## config.mk

```make
export PLATFORM = sky130hd
export DESIGN_NAME = clock_run_sequencer
export DESIGN_NICKNAME = d
export VERILOG_FILES = /design/src/rtl/clock_run_pkg.sv /design/src/rtl/clk_phase_div.sv /design/src/rtl/clock_run_sequencer.sv
export SDC_FILE = /design/constraint.sdc
export NUM_CORES = 1
export LEC_CHECK = 0
export ABC_AREA = 1
export BUFFER_PORTS_ARGS = -buffer_cell sky130_fd_sc_hd__buf_2
export CAP_MARGIN = 20
export CELL_PAD_IN_SITES_DETAIL_PLACEMENT = 0
export CELL_PAD_IN_SITES_GLOBAL_PLACEMENT = 2
export CORE_ASPECT_RATIO = 0.8
export CORE_UTILIZATION = 33
export DETAILED_ROUTE_END_ITERATION = 10
export PLACE_DENSITY_LB_ADDON = 0.3
export SYNTH_ARGS = -nofsm -noshare
export SYNTH_HDL_FRONTEND = slang
export SYNTH_SLANG_ARGS = --single-unit
```

## constraint.sdc

```tcl
create_clock -name clock -period 2.9 [get_ports clock]
set_clock_uncertainty 0.15 [all_clocks]
set_input_delay 0.435 -clock clock [delete_from_list [all_inputs] [get_ports clock]]
set_output_delay 0.435 -clock clock [all_outputs]
set_load 0.02 [all_outputs]
```

## src/rtl/clock_run_pkg.sv

```systemverilog
// Shared types for the clock/reset/run-length sequencer.
package clock_run_pkg;

    localparam int unsigned STATE_W = 2;

    // Sequencer states; encodings are visible on the state output.
    typedef enum logic [STATE_W-1:0] {
        ST_HOLD   = 2'd0,
        ST_RUN    = 2'd1,
        ST_HALTED = 2'd2,
        ST_DONE   = 2'd3
    } run_state_e;

    // Width of a counter that must reach hold-1 (at least one bit).
    function automatic int unsigned hold_width(input int unsigned hold);
        return (hold > 1) ? $clog2(hold) : 1;
    endfunction

endpackage

```

## src/rtl/clk_phase_div.sv

```systemverilog
// Power-of-two divider producing a phase-masked, registered clock vector.
module clk_phase_div #(
    parameter int unsigned          NUM_CLK    = 4,
    parameter int unsigned          DIV_LOG2   = 1,
    parameter logic [NUM_CLK-1:0]   PHASE_MASK = '0
) (
    input  logic               i_clk,
    input  logic               i_rst,
    input  logic               i_enable,
    output logic               o_boundary_c,
    output logic [NUM_CLK-1:0] o_clk_out
);

    localparam logic [DIV_LOG2-1:0] DIV_LAST = '1;

    logic [DIV_LOG2-1:0] r_div_cnt;
    logic [DIV_LOG2-1:0] w_div_next;
    logic                w_phase;

    // Counter only moves while enabled; it rests at 0 otherwise.
    assign w_div_next   = i_enable ? (r_div_cnt + DIV_LOG2'(1)) : r_div_cnt;
    assign o_boundary_c = i_enable && (r_div_cnt == DIV_LAST);
    assign w_phase      = w_div_next[DIV_LOG2-1];

    // Divider state and registered clock outputs follow the next count.
    always_ff @(posedge i_clk or posedge i_rst) begin
        if (i_rst) begin
            r_div_cnt <= '0;
            o_clk_out <= PHASE_MASK;
        end else begin
            r_div_cnt <= w_div_next;
            o_clk_out <= {NUM_CLK{w_phase}} ^ PHASE_MASK;
        end
    end

endmodule

```

## src/rtl/clock_run_sequencer.sv

```systemverilog
// Reset-hold window, divided clock generation and bounded run control.
module clock_run_sequencer
    import clock_run_pkg::*;
#(
    parameter int unsigned          NUM_CLK    = 4,
    parameter int unsigned          DIV_LOG2   = 1,
    parameter logic [NUM_CLK-1:0]   PHASE_MASK = '0,
    parameter int unsigned          RESET_HOLD = 2,
    parameter int unsigned          RUN_CYCLES = 200,
    parameter int unsigned          CNT_W      = 16
) (
    input  logic               clock,
    input  logic               reset,
    input  logic               halt,
    output logic [NUM_CLK-1:0] clk_out,
    output logic               sys_reset,
    output logic [CNT_W-1:0]   cycle_count,
    output logic               run_done,
    output logic [STATE_W-1:0] state
);

    localparam int unsigned         HOLD_W      = hold_width(RESET_HOLD);
    localparam logic [HOLD_W-1:0]   HOLD_LAST   = HOLD_W'(RESET_HOLD - 1);
    localparam logic [CNT_W-1:0]    CNT_MAX     = '1;
    localparam bit                  RUN_LIMITED = (RUN_CYCLES != 0);

    run_state_e          r_state;
    run_state_e          w_state_next;
    logic [HOLD_W-1:0]   r_hold_cnt;
    logic [HOLD_W-1:0]   w_hold_next;
    logic [CNT_W-1:0]    r_cycle_count;
    logic [CNT_W-1:0]    w_cycle_next;
    logic                r_sys_reset;
    logic                w_sys_reset_next;
    logic                r_run_done;
    logic                w_run_done_next;
    logic                w_run_en;
    logic                w_boundary;
    logic                w_final;

    assign w_run_en = (r_state == ST_RUN);

    // Final period: the count about to complete equals the run length.
    assign w_final = RUN_LIMITED &&
                     ((64'(r_cycle_count) + 64'd1) == 64'(RUN_CYCLES));

    clk_phase_div #(
        .NUM_CLK    (NUM_CLK),
        .DIV_LOG2   (DIV_LOG2),
        .PHASE_MASK (PHASE_MASK)
    ) u_div (
        .i_clk        (clock),
        .i_rst        (reset),
        .i_enable     (w_run_en),
        .o_boundary_c (w_boundary),
        .o_clk_out    (clk_out)
    );

    // State and bookkeeping registers.
    always_ff @(posedge clock or posedge reset) begin
        if (reset) begin
            r_state       <= ST_HOLD;
            r_hold_cnt    <= '0;
            r_cycle_count <= '0;
            r_sys_reset   <= 1'b1;
            r_run_done    <= 1'b0;
        end else begin
            r_state       <= w_state_next;
            r_hold_cnt    <= w_hold_next;
            r_cycle_count <= w_cycle_next;
            r_sys_reset   <= w_sys_reset_next;
            r_run_done    <= w_run_done_next;
        end
    end

    // Next-state logic; DONE outranks a halt request on the last boundary.
    always_comb begin
        w_state_next     = r_state;
        w_hold_next      = r_hold_cnt;
        w_cycle_next     = r_cycle_count;
        w_sys_reset_next = r_sys_reset;
        w_run_done_next  = r_run_done;
        case (r_state)
            ST_HOLD: begin
                w_hold_next = r_hold_cnt + HOLD_W'(1);
                if (r_hold_cnt == HOLD_LAST) begin
                    w_sys_reset_next = 1'b0;
                    w_state_next     = ST_RUN;
                end
            end
            ST_RUN: begin
                if (w_boundary) begin
                    if (r_cycle_count != CNT_MAX) begin
                        w_cycle_next = r_cycle_count + CNT_W'(1);
                    end
                    if (w_final) begin
                        w_state_next    = ST_DONE;
                        w_run_done_next = 1'b1;
                    end else if (halt) begin
                        w_state_next = ST_HALTED;
                    end
                end
            end
            ST_HALTED: begin
                if (!halt) begin
                    w_state_next = ST_RUN;
                end
            end
            ST_DONE: begin
                w_state_next = ST_DONE;
            end
            default: begin
                w_state_next = ST_HOLD;
            end
        endcase
    end

    assign sys_reset   = r_sys_reset;
    assign cycle_count = r_cycle_count;
    assign run_done    = r_run_done;
    assign state       = r_state;

endmodule

```

==> flow_metrics.env, run 1 <==
export IMPL_die_area_mm2=0.00459
export IMPL_final_cell_count_no_fill=269
export IMPL_required_ns=2.94
export IMPL_hold_path_class="primary input to asynchronous set/reset pin"
export IMPL_synth_area_mm2=0.00143
export IMPL_syn_nets=195
export IMPL_synth_edff_count=0
export IMPL_ioPinCount=27
export IMPL_track_usage_pct=16.4
export IMPL_start_util_pct=36.1
export IMPL_die_w_um=75.5
export IMPL_ys_flop_type="dfrtp_1"
export IMPL_yosysWarnings=0
export IMPL_vias_per_cell=4.71
export IMPL_min_period_ns=2.22
export IMPL_grt_pass1_vias=1128
export IMPL_worstPathArrival_ns=2.26
export IMPL_gp_congestion=0.782
export IMPL_vdd_drop_max_mv=0.396
export IMPL_final_cell_mix="56 x nand2_1, 26 x buf_2, 21 x dfrtp_1"
export IMPL_path_max_fanout=23
export IMPL_htree_levels=1
export IMPL_tightest_slew_ns=0.889
export IMPL_ctsResizeCount=0
export IMPL_power_density_mw_per_mm2=735
export IMPL_drtAntennaViolNets=0
export IMPL_r2r_end="cycle_count[7]"
export IMPL_cp_start_kind="register"
export IMPL_cts_sinks=22
export IMPL_cts_root_buf="clkbuf_8"
export IMPL_seq_area_frac_synth_pct=38.7
export IMPL_antenna_found_initial=0
export IMPL_nFillCells=449
export IMPL_min_period_over_period_pct=76.6
export IMPL_end_kind="register"
export IMPL_drc=0
export IMPL_syn_to_final_growth_pct=14.6
export IMPL_total_power_mw=1.20
export IMPL_nets=220
export IMPL_port_buffers=26
export IMPL_final_core_util_pct=41.3
export IMPL_clk_pin_slew_ns=0.09
export IMPL_clockBufferDepth=2
export IMPL_synth_top_area_share_pct=36.8
export IMPL_std_cell_rows=20
export IMPL_numCtsBuffers=3
export IMPL_grt_pass1_wl_um=5540
export IMPL_placedCellCount=265
export IMPL_async_flop_share_pct=100
export IMPL_syn_inst=190
export IMPL_synth_area_per_cell_um2=7.51
export IMPL_critPathKind="register to register"
export IMPL_setup_viol=0
export IMPL_fin_area_mm2=0.00163
export IMPL_r2r_start="cycle_count[0]"
export IMPL_num_antenna_cells=0
export IMPL_drive_gt1_share_pct=28.5
export IMPL_cts_tree="yes"
export IMPL_core_area_mm2=0.00395
export IMPL_ys_ff_latch=22
export IMPL_cap_violations=0
export IMPL_place_area_mm2=0.00158
export IMPL_power_leakage_nw=0.759
export IMPL_fmax_mhz=450
export IMPL_final_max_slew_violation_count=0
export IMPL_vias=1267
export IMPL_synth_largest_area_cell="dfrtp_1"
export IMPL_holdWs_ns=0.192
export IMPL_wl_per_cell_um=12.3
export IMPL_drt_initial_drc_count=45
export IMPL_rsz0062_at_grt="no"
export IMPL_layout_commonest_cell="nand2_1"
export IMPL_yosysUniqueCellTypes=28
export IMPL_ctsHoldBuffers=0
export IMPL_dp_hpwl_um=2550
export IMPL_relSlewSlack_pct=40.7
export IMPL_clk_latency_ns=0.27
export IMPL_place_ws_ns=0.693
export IMPL_wirelength_um=3310
export IMPL_reg2reg_depth=10
export IMPL_setup_slack_ns=0.679
export IMPL_cts_setup_buffers=0
export IMPL_synthTopCellsByArea="dfrtp_1 37%, nand2_1 15%, nand2_2 4.4%"
export IMPL_tns_ns=0
export IMPL_r2r_slack_ns=0.68
export IMPL_grt_ovfl_total=0
export IMPL_die_y_um=60.8
export IMPL_hold_viol=0
export IMPL_grt_max_degree=24
export IMPL_status="finished, final reports clean"
export IMPL_first_pass_iters=4
## registers in the layout, indices dropped and copies added, names as in the netlist
signal	cells
cycle_count	16
run_done	1
r_hold_cnt	1
sys_reset	1
state	2
u_div.o_clk_out	1
## worst max path at each step
stage	endpoint	depth (start not counted)	slack (ns)	startpoint
after floorplan	state[0]	14	0.90	cycle_count[0]
after global placement	cycle_count[14]	10	0.72	cycle_count[0]
after detailed placement	cycle_count[7]	10	0.69	cycle_count[0]
after CTS	cycle_count[7]	10	0.65	cycle_count[0]
after global routing	cycle_count[7]	10	0.46	cycle_count[0]
final	cycle_count[7]	10	0.68	cycle_count[0]
## worst max-delay path, cell delays in order, from the launching register on
cell and delay, ns:
dfrtp_1 0.46, ha_1 0.29, nand2_2 0.11, nor2_4 0.05, nand2_2 0.09, clkinv_1 0.08, nand3_1 0.10, nand3_2 0.20
inv_2 0.38, nor2_1 0.07, a31oi_1 0.16
## Yosys cell counts (2+ instances only)
library cell,number
o21ai_0,5
a31oi_1,3
nand3b_1,2
nor2_2,6
buf_4,4
dfrtp_1,21
nand2_1,56
nand3_2,5
nand3_1,7
ha_1,2
nor2_1,14
inv_1,15
nor2_4,4
nand4_1,5
o21ai_1,9
inv_2,4
o21bai_1,2
xor2_1,3
nand2_2,10
nor3_1,5
## cell families (layout without fill, tap and decap cells)
family          after synthesis  after routing  share of synthesized area, %
simple gates                116            116                          40.8
buf+inv                      26             50                          8.51
flops                        22             22                          38.7
compound gates               20             20                          7.81
xor+xnor                      4              4                          2.46
fa+ha+maj                     2              2                          1.75
## final cells by class
| type | count | area (um2) | share of cell area [%] |
|---|---|---|---|
| timing repair buffer | 26 | 130 | 7.96 |
| multi-input combinational | 142 | 753 | 46.1 |
| clock buffer | 4 | 55.1 | 3.37 |
| sequential | 22 | 552 | 33.8 |
| inverter | 20 | 75.1 | 4.59 |
| tap | 55 | 68.8 | 4.21 |
## where the power goes
group,switching [mW],internal [mW]
clock,0.106,0.121
combinational,0.338,0.162
sequential,0.102,0.373
## layer usage
metal  routed length [um]  GRT usage [%]  vias to the layer above
met5                    0              0                        -
met3                  125           4.15                        2
met4                   19           3.17                        0
li1                     -              -                      658
met2                 1440           24.5                       25
met1                 1730           24.2                      582
No activity file was read; power rests on OpenSTA's default activity.
==> run 2: changes to the inputs <==
--- a/config.mk
+++ b/config.mk
@@ -11,7 +11,7 @@
 export CELL_PAD_IN_SITES_DETAIL_PLACEMENT = 0
 export CELL_PAD_IN_SITES_GLOBAL_PLACEMENT = 2
 export CORE_ASPECT_RATIO = 0.8
-export CORE_UTILIZATION = 33
+export CORE_UTILIZATION = 31
 export DETAILED_ROUTE_END_ITERATION = 10
 export PLACE_DENSITY_LB_ADDON = 0.3
 export SYNTH_ARGS = -nofsm -noshare
==> constraint.sdc (replaced) <==
create_clock -name clock -period 2.1 [get_ports clock]
set_clock_uncertainty 0.15 [all_clocks]
set_input_delay 0.315 -clock clock [delete_from_list [all_inputs] [get_ports clock]]
set_output_delay 0.315 -clock clock [all_outputs]
set_load 0.02 [all_outputs]
==> run 2 against run 1 <==
First-iteration DRC count rose by 33%. Die area rose by 6.3%. Wire length rose by 2.7%. Utilization fell by 2.4 points. Fmax rose by 16%. Critical path depth did not move. Total power rose by 43%. Non-clock buffer count rose by 5. Sequential share of layout area fell by 0.86 points.
==> flow_metrics.env, run 2 (same netlist as run 1, synthesis figures left out) <==
export IMPL_hold_path_startpoint="halt"
export IMPL_worst_path_most_repeated_cell="nand2_2"
export IMPL_min_period_over_period_pct=91.3
export IMPL_tightest_slew_ns=0.387
export IMPL_htree_levels=1
export IMPL_fmax_mhz=521
export IMPL_die_y_um=62.7
export IMPL_cp_start_kind="register"
export IMPL_final_cell_mix="56 x nand2_1, 26 x buf_2, 21 x dfrtp_1"
export IMPL_power_density_mw_per_mm2=1020
export IMPL_clk_pin_slew_ns=0.08
export IMPL_ioPinCount=27
export IMPL_track_usage_pct=15.1
export IMPL_first_pass_iters=4
export IMPL_drtAntennaViolNets=0
export IMPL_cts_root_buf="clkbuf_8"
export IMPL_die_w_um=77.8
export IMPL_syn_to_final_growth_pct=17.5
export IMPL_wl_per_cell_um=12.3
export IMPL_r2r_start="cycle_count[0]"
export IMPL_nets=225
export IMPL_numCtsBuffers=3
export IMPL_total_power_mw=1.71
export IMPL_worstPathArrival_ns=1.96
export IMPL_clk_latency_ns=0.26
export IMPL_core_area_mm2=0.00431
export IMPL_grt_max_degree=24
export IMPL_worst_hold_path_endpoint="state[1]"
export IMPL_crit_chain="ha_1, nand2_2, nor2_4, nand2_2, clkinv_1, nand3_1, nand3_2, inv_2, nor2_1, a31oi_1"
export IMPL_grt_ovfl_total=0
export IMPL_critPathKind="register to register"
export IMPL_busiest_layer="met2"
export IMPL_nFillCells=474
export IMPL_largest_reg_flops=16
export IMPL_std_cell_rows=21
export IMPL_layout_commonest_cell="nand2_1"
export IMPL_hold_viol=0
export IMPL_path_buf_inv=2
export IMPL_min_path_cells=3
export IMPL_cap_violations=0
export IMPL_status="finished, final reports clean"
export IMPL_r2r_slack_ns=0.18
export IMPL_gr_usage_met3_pct=3.50
export IMPL_power_leakage_nw=0.782
export IMPL_relSlewSlack_pct=74.2
export IMPL_crit_family="simple AND/OR/NAND/NOR gates"
export IMPL_r2r_end="cycle_count[14]"
export IMPL_slowest_stage="dfrtp_1"
export IMPL_dp_hpwl_um=2630
export IMPL_rsz0062_at_grt="no"
export IMPL_path_max_fanout=23
export IMPL_port_buffers=26
export IMPL_cts_tree="yes"
export IMPL_tns_ns=0
export IMPL_grt_met2_usage_pct=25.1
export IMPL_use_met1_pct=20.3
export IMPL_drive_gt1_share_pct=29.7
export IMPL_cts_setup_buffers=0
export IMPL_drc=0
export IMPL_num_antenna_cells=0
export IMPL_start_util_pct=33.1
export IMPL_hold_path_class="primary input to register"
export IMPL_end_kind="register"
export IMPL_wirelength_um=3400
export IMPL_slowest_delay_ns=0.39
export IMPL_vias=1267
export IMPL_grt_pass1_wl_um=5810
export IMPL_die_area_mm2=0.00488
export IMPL_gp_congestion=0.777
export IMPL_final_max_slew_violation_count=0
export IMPL_reg2reg_depth=10
export IMPL_cts_sinks=22
export IMPL_clockBufferDepth=2
export IMPL_vdd_drop_max_mv=0.562
export IMPL_required_ns=2.14
export IMPL_drt_initial_drc_count=60
export IMPL_setup_viol=0
export IMPL_antenna_found_initial=0
export IMPL_vias_per_cell=4.59
export IMPL_min_period_ns=1.92
export IMPL_grt_pass1_vias=1229
-- run 2: repair_timing --
| item | 4_1_cts | 5_1_grt |
|---|---|---|
| endpoints found under the hold margin | 21 | 0 |
| hold buffers | 1 | 0 |
| gates resized for setup | 0 | 0 |
| setup endpoints to repair | 0 | 0 |
-- run 2: per-layer routing --
metal | routed length, um | vias up
li1 | - | 664
met1 | 1700 | 582
met2 | 1560 | 19
met3 | 123 | 2
met4 | 12 | 0
met5 | 0 | -
-- run 2: per-stage QoR --
step	setup WS [ns]	cells	utilization [%]	hold WS [ns]	area, um2
global route	0.000276	276	38.9	0.190	1680
detailed placement	0.182	271	37.4	0.225	1610
finish	0.182	276	38.9	0.188	1680
CTS	0.153	276	38.9	0.176	1680
floorplan	0.104	190	-	0.153	1430
global placement	0.208	271	37.4	0.225	1610
-- run 2: worst max path at each step --
stage          slack [ns]         endpoint  depth (start not counted)      startpoint
2_1_floorplan        0.10         state[0]                         14  cycle_count[0]
3_3_place_gp         0.21  cycle_count[14]                         10  cycle_count[0]
3_5_place_dp         0.18  cycle_count[14]                         10  cycle_count[0]
4_1_cts              0.15  cycle_count[14]                         10  cycle_count[0]
5_1_grt            0.0003   cycle_count[7]                         10  cycle_count[0]
6_report             0.18  cycle_count[14]                         10  cycle_count[0]
-- run 2: report_power, final --
part           internal [mW]  switching (mW)  leakage (nW)
sequential             0.515           0.120         0.276
clock                  0.167           0.142        0.0288
combinational          0.263           0.508         0.477
-- run 2: worst reg2reg max path, cell delays in order (launching register included) --
cell	delay, ns
dfrtp_1	0.39
ha_1	0.26
nand2_2	0.11
nor2_4	0.05
nand2_2	0.09
clkinv_1	0.08
nand3_1	0.10
nand3_2	0.09
inv_2	0.31
nor2_1	0.07
a31oi_1	0.15
-- run 2: area by class of cell --
type	instances	area, um2	area share [%]
flip-flops and latches	22	552	32.9
well taps	57	71.3	4.25
repair buffers	31	170	10.1
multi-input cells	142	753	44.9
inverters	20	75.1	4.48
clock buffers	4	55.1	3.28
==> run 3: changes to the inputs <==
--- a/config.mk
+++ b/config.mk
@@ -11,9 +11,10 @@
 export CELL_PAD_IN_SITES_DETAIL_PLACEMENT = 0
 export CELL_PAD_IN_SITES_GLOBAL_PLACEMENT = 2
 export CORE_ASPECT_RATIO = 0.8
-export CORE_UTILIZATION = 31
+export CORE_UTILIZATION = 30
 export DETAILED_ROUTE_END_ITERATION = 10
 export PLACE_DENSITY_LB_ADDON = 0.3
 export SYNTH_ARGS = -nofsm -noshare
 export SYNTH_HDL_FRONTEND = slang
+export SYNTH_HIERARCHICAL = 1
 export SYNTH_SLANG_ARGS = --single-unit
==> run 3 against run 2 <==
Via count is 4.7% higher. Highest routed layer unchanged. Non-clock buffer count grew 4. Largest power group unchanged. Fmax shrank 0.44%.
==> flow_metrics.env, run 3 <==
export IMPL_status="finished, final reports clean"
export IMPL_std_cell_rows=21
export IMPL_cap_violations=0
export IMPL_wirelength_um=3420
export IMPL_clockBufferDepth=2
export IMPL_synth_edff_count=0
export IMPL_hold_path_class="primary input to register"
export IMPL_gr_usage_met3_pct=3.62
export IMPL_path_max_fanout=10
export IMPL_vdd_drop_max_mv=0.557
export IMPL_power_leakage_nw=0.853
export IMPL_ys_flop_type="dfrtp_1"
export IMPL_async_flop_share_pct=100
export IMPL_required_ns=2.11
export IMPL_fmax_mhz=519
export IMPL_port_buffers=26
export IMPL_cp_start_kind="register"
export IMPL_worstPathArrival_ns=1.94
export IMPL_largest_reg_flops=16
export IMPL_drtAntennaViolNets=0
export IMPL_synth_area_per_cell_um2=7.12
export IMPL_multi_input_area_um2=712
export IMPL_grt_met2_usage_pct=23.0
export IMPL_vias_per_cell=4.60
export IMPL_dp_hpwl_um=2590
export IMPL_ioPinCount=27
export IMPL_grt_max_degree=22
export IMPL_synth_compound_area_share_pct=8.61
export IMPL_critPathKind="register to register"
export IMPL_synthTopCellsByCount="64 x nand2_1, 26 x inv_1, 21 x dfrtp_1, 20 x nor2_1, 12 x nand3_1"
export IMPL_relSlewSlack_pct=74.3
export IMPL_syn_to_final_growth_pct=20.2
export IMPL_synth_xor_area_share_pct=1.24
export IMPL_synth_most_common_cell="nand2_1"
export IMPL_gp_congestion=0.816
export IMPL_min_period_over_period_pct=91.7
export IMPL_total_power_mw=1.85
export IMPL_nets=236
export IMPL_tns_ns=0
export IMPL_grt_pass1_vias=1214
export IMPL_synth_simple_area_share_pct=39.6
export IMPL_final_seq_area_um2=553
export IMPL_ys_ff_latch=22
export IMPL_synth_top_area_share_pct=37.3
export IMPL_muxShareOfSynthArea_pct=0
export IMPL_die_w_um=78.6
export IMPL_track_usage_pct=15.3
export IMPL_tightest_slew_ns=0.384
export IMPL_cts_sinks=22
export IMPL_cts_root_buf="clkbuf_8"
export IMPL_hold_viol=0
export IMPL_numCtsBuffers=3
export IMPL_synth_top_family_by_area="simple AND/OR/NAND/NOR gates"
export IMPL_rsz0062_at_grt="no"
export IMPL_syn_nets=202
export IMPL_nFillCells=473
export IMPL_layout_commonest_cell="nand2_1"
export IMPL_syn_inst=198
export IMPL_synthTopCellsByArea="dfrtp_1 37%, nand2_1 17%, inv_1 6.9%"
export IMPL_core_area_mm2=0.00434
export IMPL_final_max_slew_violation_count=0
export IMPL_min_period_ns=1.93
export IMPL_synth_largest_area_cell="dfrtp_1"
export IMPL_setup_viol=0
export IMPL_antenna_found_initial=0
export IMPL_drt_initial_drc_count=36
export IMPL_grt_ovfl_total=0
export IMPL_num_antenna_cells=0
export IMPL_cts_tree="yes"
export IMPL_clk_latency_ns=0.27
export IMPL_seq_area_frac_synth_pct=39.2
export IMPL_yosysWarnings=6
export IMPL_start_util_pct=32.5
export IMPL_synth_area_mm2=0.00141
export IMPL_vias=1326
export IMPL_wl_per_cell_um=11.9
export IMPL_grt_pass1_wl_um=5840
export IMPL_power_density_mw_per_mm2=1090
export IMPL_drive_gt1_share_pct=24.2
export IMPL_end_kind="register"
export IMPL_clk_pin_slew_ns=0.08
export IMPL_synthAdderAreaFrac_pct=0.888
export IMPL_first_pass_iters=4
export IMPL_use_met1_pct=22.6
export IMPL_drc=0
export IMPL_busiest_layer="met2"
export IMPL_final_cell_mix="64 x nand2_1, 26 x inv_1, 26 x buf_2"
export IMPL_die_area_mm2=0.00498
export IMPL_yosysUniqueCellTypes=27
export IMPL_htree_levels=1
export IMPL_die_y_um=63.3
==> run 3: through the flow <==
step	hold WS, ns	area, um2	std cells	worst slack (ns)	utilization, %
2_1_floorplan	-0.106	1410	198	0.0947	-
3_3_place_gp	0.0112	1620	283	0.167	37.5
3_5_place_dp	0.0126	1620	283	0.142	37.5
4_1_cts	0.178	1690	288	0.129	39.0
5_1_grt	0.202	1690	288	0.00188	39.0
6_report	0.183	1690	288	0.173	39.0
==> run 3: critical path: stages (launching register included) <==
cell	delay (ns)
dfrtp_1	0.36
ha_1	0.27
nand2_4	0.09
nor2_4	0.20
nand2_1	0.07
nand2_1	0.09
nand2_1	0.06
nor2_1	0.10
nand2_1	0.07
nor2_2	0.09
nand2_2	0.07
nand2_2	0.06
nand2_1	0.04
nand2_1	0.05
nand2_1	0.04
==> run 3: cell type report <==
class	instances	area share, %
Clock buffer	4	3.25
Inverter	27	5.99
Multi-Input combinational cell	143	42.1
Sequential cell	22	32.7
Tap cell	57	4.21
Timing Repair Buffer	35	11.8
==> run 3: cells by family after synthesis <==
kind of cell / after synthesis
AND/OR/NAND/NOR: 120
buffers and inverters: 33
flip-flops: 22
adder cells (fa/ha/maj): 1
XOR/XNOR: 2
AO/OA/AOI/OAI: 20
==> run 3: power by group <==
group          total [mW]  internal [mW]  switching [mW]
clock network       0.318          0.167           0.151
registers           0.669          0.533           0.136
logic               0.858          0.310           0.548
total                1.85           1.01           0.835
==> run 3: path summary, 6_finish.rpt <==
check / from / to / slack [ns] / cells past startpoint
worst max-delay path: cycle_count[0] / state[0] / 0.17 / 14
worst min-delay path: halt / state[1] / 0.18 / 3
worst max register to register: cycle_count[0] / state[0] / 0.17 / 14
worst min register to register: r_hold_cnt / sys_reset / 0.30 / 1
max in group asynchronous: reset / sys_reset / 1.03 / 4
min in group asynchronous: reset / u_div/o_clk_out[0] / 0.28 / 3
==> run 3: what timing repair did <==
action / 4_1_cts / 5_1_grt
hold buffers: 1 / 0
gates resized for setup: 0 / 2
buffers inserted: 0 / 0
hold endpoints to repair: 21 / 0
endpoints found under the setup margin: 0 / 2
==> run 3: per-layer routing <==
| metal | vias up | part of all wire [%] | wire [um] |
|---|---|---|---|
| li1 | 694 | - | - |
| met1 | 597 | 52 | 1780 |
| met2 | 33 | 43 | 1480 |
| met3 | 2 | 4.4 | 150 |
| met4 | 0 | 0.38 | 13 |
| met5 | - | 0 | 0 |
